==> src/rtl/sram_access_arbiter.sv <==
// Arbitrates the dual-port SRAM macro between the spectrometer datapath and the
// management-SoC Wishbone slave, with independent round-robin grants per port.
module sram_access_arbiter #(
  parameter logic [31:0] BASE_ADDR = 32'h3000_0000,
  parameter int          AW        = 8,
  parameter int          DW        = 32
) (
  input  logic          wb_clk_i,
  input  logic          wb_rst_ni,
  input  logic          wbs_cyc_i,
  input  logic          wbs_stb_i,
  input  logic          wbs_we_i,
  input  logic [3:0]    wbs_sel_i,
  input  logic [31:0]   wbs_adr_i,
  input  logic [31:0]   wbs_dat_i,
  output logic          wbs_ack_o,
  output logic [31:0]   wbs_dat_o,
  input  logic          dp_w_valid,
  output logic          dp_w_ready,
  input  logic [AW-1:0] dp_w_addr,
  input  logic [DW-1:0] dp_w_data,
  input  logic          dp_r_valid,
  output logic          dp_r_ready,
  input  logic [AW-1:0] dp_r_addr,
  output logic          dp_rd_valid,
  output logic [DW-1:0] dp_rd_data,
  output logic          R0_clk,
  output logic          R0_en,
  output logic [AW-1:0] R0_addr,
  input  logic [DW-1:0] R0_data,
  output logic          W0_clk,
  output logic          W0_en,
  output logic [AW-1:0] W0_addr,
  output logic [DW-1:0] W0_data
);

  typedef enum logic [2:0] {
    IDLE,
    WR_REQ,
    RD_REQ,
    RD_WAIT,
    ACK
  } wb_state_t;

  wb_state_t     state;
  logic [AW-1:0] wb_addr;
  logic [DW-1:0] wb_wdata;
  logic          wb_sel_full;
  logic          wb_drop;
  logic          wb_drop_now;
  logic          wb_hit;
  logic          wb_w_req;
  logic          wb_r_req;

  logic          w_prio_wb;
  logic          r_prio_wb;
  logic          w_grant_dp;
  logic          w_grant_wb;
  logic [AW-1:0] w_addr_sel;
  logic          r_pick_dp;
  logic          r_pick_wb;
  logic [AW-1:0] r_addr_sel;
  logic          rw_hazard;
  logic          r_grant_dp;
  logic          r_grant_wb;

  logic          s1_valid;
  logic          s1_wb;
  logic          s1_byp;
  logic [DW-1:0] s1_byp_data;
  logic [DW-1:0] rd_word;

  logic          unused_adr_bits;

  assign R0_clk          = wb_clk_i;
  assign W0_clk          = wb_clk_i;
  assign unused_adr_bits = ^wbs_adr_i[1:0];

  assign wb_hit      = (wbs_adr_i[31:10] == BASE_ADDR[31:10]);
  assign wb_w_req    = (state == WR_REQ) && wb_sel_full;
  assign wb_r_req    = (state == RD_REQ);
  assign wb_drop_now = wb_drop || !wbs_cyc_i;

  // Grants are combinational; a read that collides with this cycle's write is held back one cycle.
  always_comb begin
    w_grant_dp = dp_w_valid && (!wb_w_req || !w_prio_wb);
    w_grant_wb = wb_w_req && (!dp_w_valid || w_prio_wb);
    w_addr_sel = w_grant_dp ? dp_w_addr : wb_addr;
    r_pick_dp  = dp_r_valid && (!wb_r_req || !r_prio_wb);
    r_pick_wb  = wb_r_req && (!dp_r_valid || r_prio_wb);
    r_addr_sel = r_pick_dp ? dp_r_addr : wb_addr;
    rw_hazard  = (w_grant_dp || w_grant_wb) && (r_pick_dp || r_pick_wb) &&
                 (r_addr_sel == w_addr_sel);
    r_grant_dp = r_pick_dp && !rw_hazard;
    r_grant_wb = r_pick_wb && !rw_hazard;
  end

  assign dp_w_ready = w_grant_dp;
  assign dp_r_ready = r_grant_dp;
  assign R0_en      = r_grant_dp || r_grant_wb;
  assign R0_addr    = r_addr_sel;

  always_ff @(posedge wb_clk_i or negedge wb_rst_ni) begin
    if (!wb_rst_ni) begin
      W0_en     <= 1'b0;
      W0_addr   <= '0;
      W0_data   <= '0;
      w_prio_wb <= 1'b0;
      r_prio_wb <= 1'b0;
    end else begin
      W0_en <= w_grant_dp || w_grant_wb;
      if (w_grant_dp || w_grant_wb) begin
        W0_addr <= w_addr_sel;
        W0_data <= w_grant_dp ? dp_w_data : wb_wdata;
      end
      if (w_grant_dp) begin
        w_prio_wb <= 1'b1;
      end else if (w_grant_wb) begin
        w_prio_wb <= 1'b0;
      end
      if (r_grant_dp) begin
        r_prio_wb <= 1'b1;
      end else if (r_grant_wb) begin
        r_prio_wb <= 1'b0;
      end
    end
  end

  // The macro reads old contents when a registered write lands on the same edge,
  // so such reads take the in-flight write data instead.
  assign rd_word = s1_byp ? s1_byp_data : R0_data;

  always_ff @(posedge wb_clk_i or negedge wb_rst_ni) begin
    if (!wb_rst_ni) begin
      s1_valid    <= 1'b0;
      s1_wb       <= 1'b0;
      s1_byp      <= 1'b0;
      s1_byp_data <= '0;
      dp_rd_valid <= 1'b0;
      dp_rd_data  <= '0;
    end else begin
      s1_valid    <= R0_en;
      s1_wb       <= r_grant_wb;
      s1_byp      <= W0_en && (W0_addr == R0_addr);
      s1_byp_data <= W0_data;
      dp_rd_valid <= s1_valid && !s1_wb;
      if (s1_valid && !s1_wb) begin
        dp_rd_data <= rd_word;
      end
    end
  end

  always_ff @(posedge wb_clk_i or negedge wb_rst_ni) begin
    if (!wb_rst_ni) begin
      state       <= IDLE;
      wb_addr     <= '0;
      wb_wdata    <= '0;
      wb_sel_full <= 1'b0;
      wb_drop     <= 1'b0;
      wbs_ack_o   <= 1'b0;
      wbs_dat_o   <= '0;
    end else begin
      case (state)
        IDLE: begin
          wbs_ack_o <= 1'b0;
          if (wbs_cyc_i && wbs_stb_i) begin
            wb_addr     <= wbs_adr_i[AW+1:2];
            wb_wdata    <= wbs_dat_i;
            wb_sel_full <= (wbs_sel_i == 4'hF);
            wb_drop     <= 1'b0;
            wbs_dat_o   <= '0;
            if (!wb_hit) begin
              state     <= ACK;
              wbs_ack_o <= 1'b1;
            end else if (wbs_we_i) begin
              state <= WR_REQ;
            end else begin
              state <= RD_REQ;
            end
          end
        end
        // Partial-word writes are acknowledged without touching the macro (no byte mask).
        WR_REQ: begin
          wb_drop <= wb_drop_now;
          if (!wb_sel_full || w_grant_wb) begin
            state     <= ACK;
            wbs_ack_o <= !wb_drop_now;
          end
        end
        RD_REQ: begin
          wb_drop <= wb_drop_now;
          if (r_grant_wb) begin
            state <= RD_WAIT;
          end
        end
        RD_WAIT: begin
          wb_drop   <= wb_drop_now;
          wbs_dat_o <= rd_word;
          state     <= ACK;
          wbs_ack_o <= !wb_drop_now;
        end
        ACK: begin
          wbs_ack_o <= 1'b0;
          state     <= IDLE;
        end
        default: begin
          state <= IDLE;
        end
      endcase
    end
  end

endmodule

==> config.mk <==
export PLATFORM = sky130hd
export DESIGN_NAME = sram_access_arbiter
export DESIGN_NICKNAME = d
export VERILOG_FILES = /design/src/rtl/sram_access_arbiter.sv
export SDC_FILE = /design/constraint.sdc
export NUM_CORES = 1
export LEC_CHECK = 0
export CAP_MARGIN = 20
export CORE_ASPECT_RATIO = 1.1
export CORE_MARGIN = 2
export CORE_UTILIZATION = 49
export DETAILED_ROUTE_END_ITERATION = 6
export PLACE_DENSITY = 0.87
export SYNTH_ARGS = -nofsm -noshare
export SYNTH_HDL_FRONTEND = slang
export SYNTH_SLANG_ARGS = --single-unit
==> constraint.sdc <==
create_clock -name wb_clk_i -period 6.9 [get_ports wb_clk_i]
set_input_delay 1.035 -clock wb_clk_i [delete_from_list [all_inputs] [get_ports wb_clk_i]]
set_output_delay 1.035 -clock wb_clk_i [all_outputs]
set_load 0.02 [all_outputs]
==> impl_metrics.yaml <==
power_and_ir_drop:
  leakage_uw: 0.004929
  irDropWorstVdd_mv: 0.2266
  p_per_area_nw_per_um2: 255.3
  finalPower_uw: 2969
timing:
  setup_tns_ps: 0
  clock_skew_ps: 9.742
  rsz0062_at_grt: "no"
  maxSlewViolCount: 0
  setup_viol: 0
  hold_violations: 0
  worstMarginPinSlew_ps: 986.1
  maxSlewHeadroom: 0.3426
global_routing:
  groute.usage.overall: 0.2757
  grt_overflow: 0
  grt_pass1_vias: 6984
  grt_max_degree: 110
  grt_first_pass_wirelength_mm: 37.52
  antenna_found_initial: 2
die:
  io_pins: 275
  start_util: 0.4967
  die_w_um: 126.4
  fp-row-count: 49
  core_region_area_um2: 16250
  dieArea_um2: 17510
  die_y_um: 138.6
min_path:
  holdPathStages: 0
  hp-start: "W0_data[31]"
  hold_end: "s1_byp_data[31]"
  min_path_type: "flop to flop"
yosys:
  synthTopCellsByArea: "dfrtp_1, nand2_1, o21ai_0, mux2i_1, nand3_1"
  ys_ff_latch: 189
  ys.flop_type: "dfrtp_1"
  synth-edff-count: 0
  yosysTopAreaCell: "dfrtp_1"
  syn_nets: 993
  netlist_area_um2: 8070
  ys_seq_area_frac: 0.5860
  syn_inst: 838
  yosysTopAreaCellShare: 0.5860
  synthArstFlopShare: 1.000
  yosysWarnings: 0
  ys_types: 48
  synth_area_per_cell_um2: 9.630
layout:
  fillers: 1167
  post-route-cell-area_um2: 11630
  final_util: 0.7157
  nets: 1240
  area_growth_pct: 44.08
  drive_gt1_frac: 0.05647
setup_path:
  crit_arrival_ps: 4230
  required_ps: 5860
  rr_startpoint: "state[1]"
  crit_type: "clock port to output port"
  crit_fanout: 2
  r2r_slack_ps: 4020
  reg2reg_to: "wbs_ack_o"
  reg2reg_depth: 5
  start_kind: "clock port"
  critPathCaptureType: "output port"
place:
  io_buffers: 272
  dp_hpwl_mm: 16.61
  place_congestion: 0.8848
  placed_area_um2: 10870
route:
  vias: 7056
  post_drt_wl_per_cell_um: 18.22
  drtIter0Drc: 574
  drtPass1Iterations: 5
  drcViolationCount: 0
  ant_nets: 0
  vias_per_cell: 5.411
  wirelength_mm: 23.76
job:
  max-cap-violations: 0
cts:
  cts.repair.resized: 0
  cts_tree: "done"
  post-cts-setup-buffers: 0
  cts_hold_buf: 0
  insertion_delay_ps: 540
  clkTransAtPathRegs_ps: 70
status:
  outcome: "complete, no violations"
==> cell usage in the layout (no fill, tap or decap), types with 3 or more instances in the layout <==
cell,instances
a21oi_1,9
a221oi_1,4
nand3_1,45
clkdlybuf4s50_1,271
nand4_1,4
buf_12,3
o21ai_0,78
clkbuf_16,21
nand2_1,240
nor2_1,49
a31oi_1,35
dfrtp_1,188
inv_1,10
a211oi_1,4
clkinvlp_4,7
o211ai_1,4
nand2b_1,3
xnor2_1,16
mux2i_1,35
nor4_1,4
nor2b_1,3
nor3_1,15
a22oi_1,3
buf_4,4
==> worst max-delay path, stage by stage <==
cell	delay, ps
clkbuf_16	130
clkbuf_16	130
clkdlybuf4s50_1	530
==> stage by stage <==
| step | setup slack, ps | hold slack [ps] | std cells |
|---|---|---|---|
| floorplan | 2281 | 445.5 | 838 |
| global placement | 1907 | 383.6 | 1263 |
| detailed placement | 1873 | 382.6 | 1263 |
| CTS | 1625 | 398.5 | 1299 |
| global route | 1603 | 420.5 | 1304 |
| finish | 1632 | 393.8 | 1304 |
==> worst max path at each step <==
stage,start,to,slack [ps]
3_5_place_dp,dp_w_valid,R0_en,1870
3_3_place_gp,wb_clk_i,R0_clk,1910
2_1_floorplan,wb_clk_i,R0_clk,2280
4_1_cts,wb_clk_i,W0_clk,1630
5_1_grt,dp_w_valid,R0_en,1600
6_report,wb_clk_i,W0_clk,1630
==> cell type report <==
class,count,area (um^2),area share
antenna,2,5.005,0.0004304
clock buffer,23,545.5,0.04692
tap,204,255.2,0.02195
multi-input combinational,583,3088,0.2656
inverter,11,43.79,0.003766
sequential,189,4731,0.4069
timing repair buffer,277,2796,0.2405
clock inverter,15,162.7,0.01399
==> cell families after synthesis <==
family / share of synthesized area
xor+xnor: 0.01953
flops: 0.5860
mux: 0.04341
compound gates: 0.1135
simple gates: 0.2037
buf+inv: 0.03380
==> where the power goes <==
part	switching, uW	internal [uW]
clock	472	657
combinational	273	255
sequential	86.7	1220
total	832	2140
==> synth_stat cells (all sizes together), types with 9 or more instances <==
cell type  number
a21oi           9
a31oi          35
buf            12
clkbuf         43
dfrtp         189
inv            11
mux2i          35
nand2         242
nand3          46
nor2           50
nor3           15
o21ai          80
xnor2          16
==> sequential cells by signal, indices dropped and copies added, names as in the netlist, 3 cells and up <==
| register | count |
|---|---|
| wbs_dat_o | 32 |
| wb_addr | 8 |
| s1_byp_data | 32 |
| W0_data | 32 |
| W0_addr | 8 |
| state | 3 |
| wb_wdata | 32 |
| dp_rd_data | 32 |
==> per-layer routing <==
layer / GRT usage / part of all wire / up-vias
li1: - / - / 3329
met1: 0.3819 / 0.43 / 3327
met2: 0.4129 / 0.47 / 319
met3: 0.04823 / 0.051 / 81
met4: 0.1562 / 0.057 / 0
met5: 0 / 0 / -
Power figures use the tool's default switching activity.
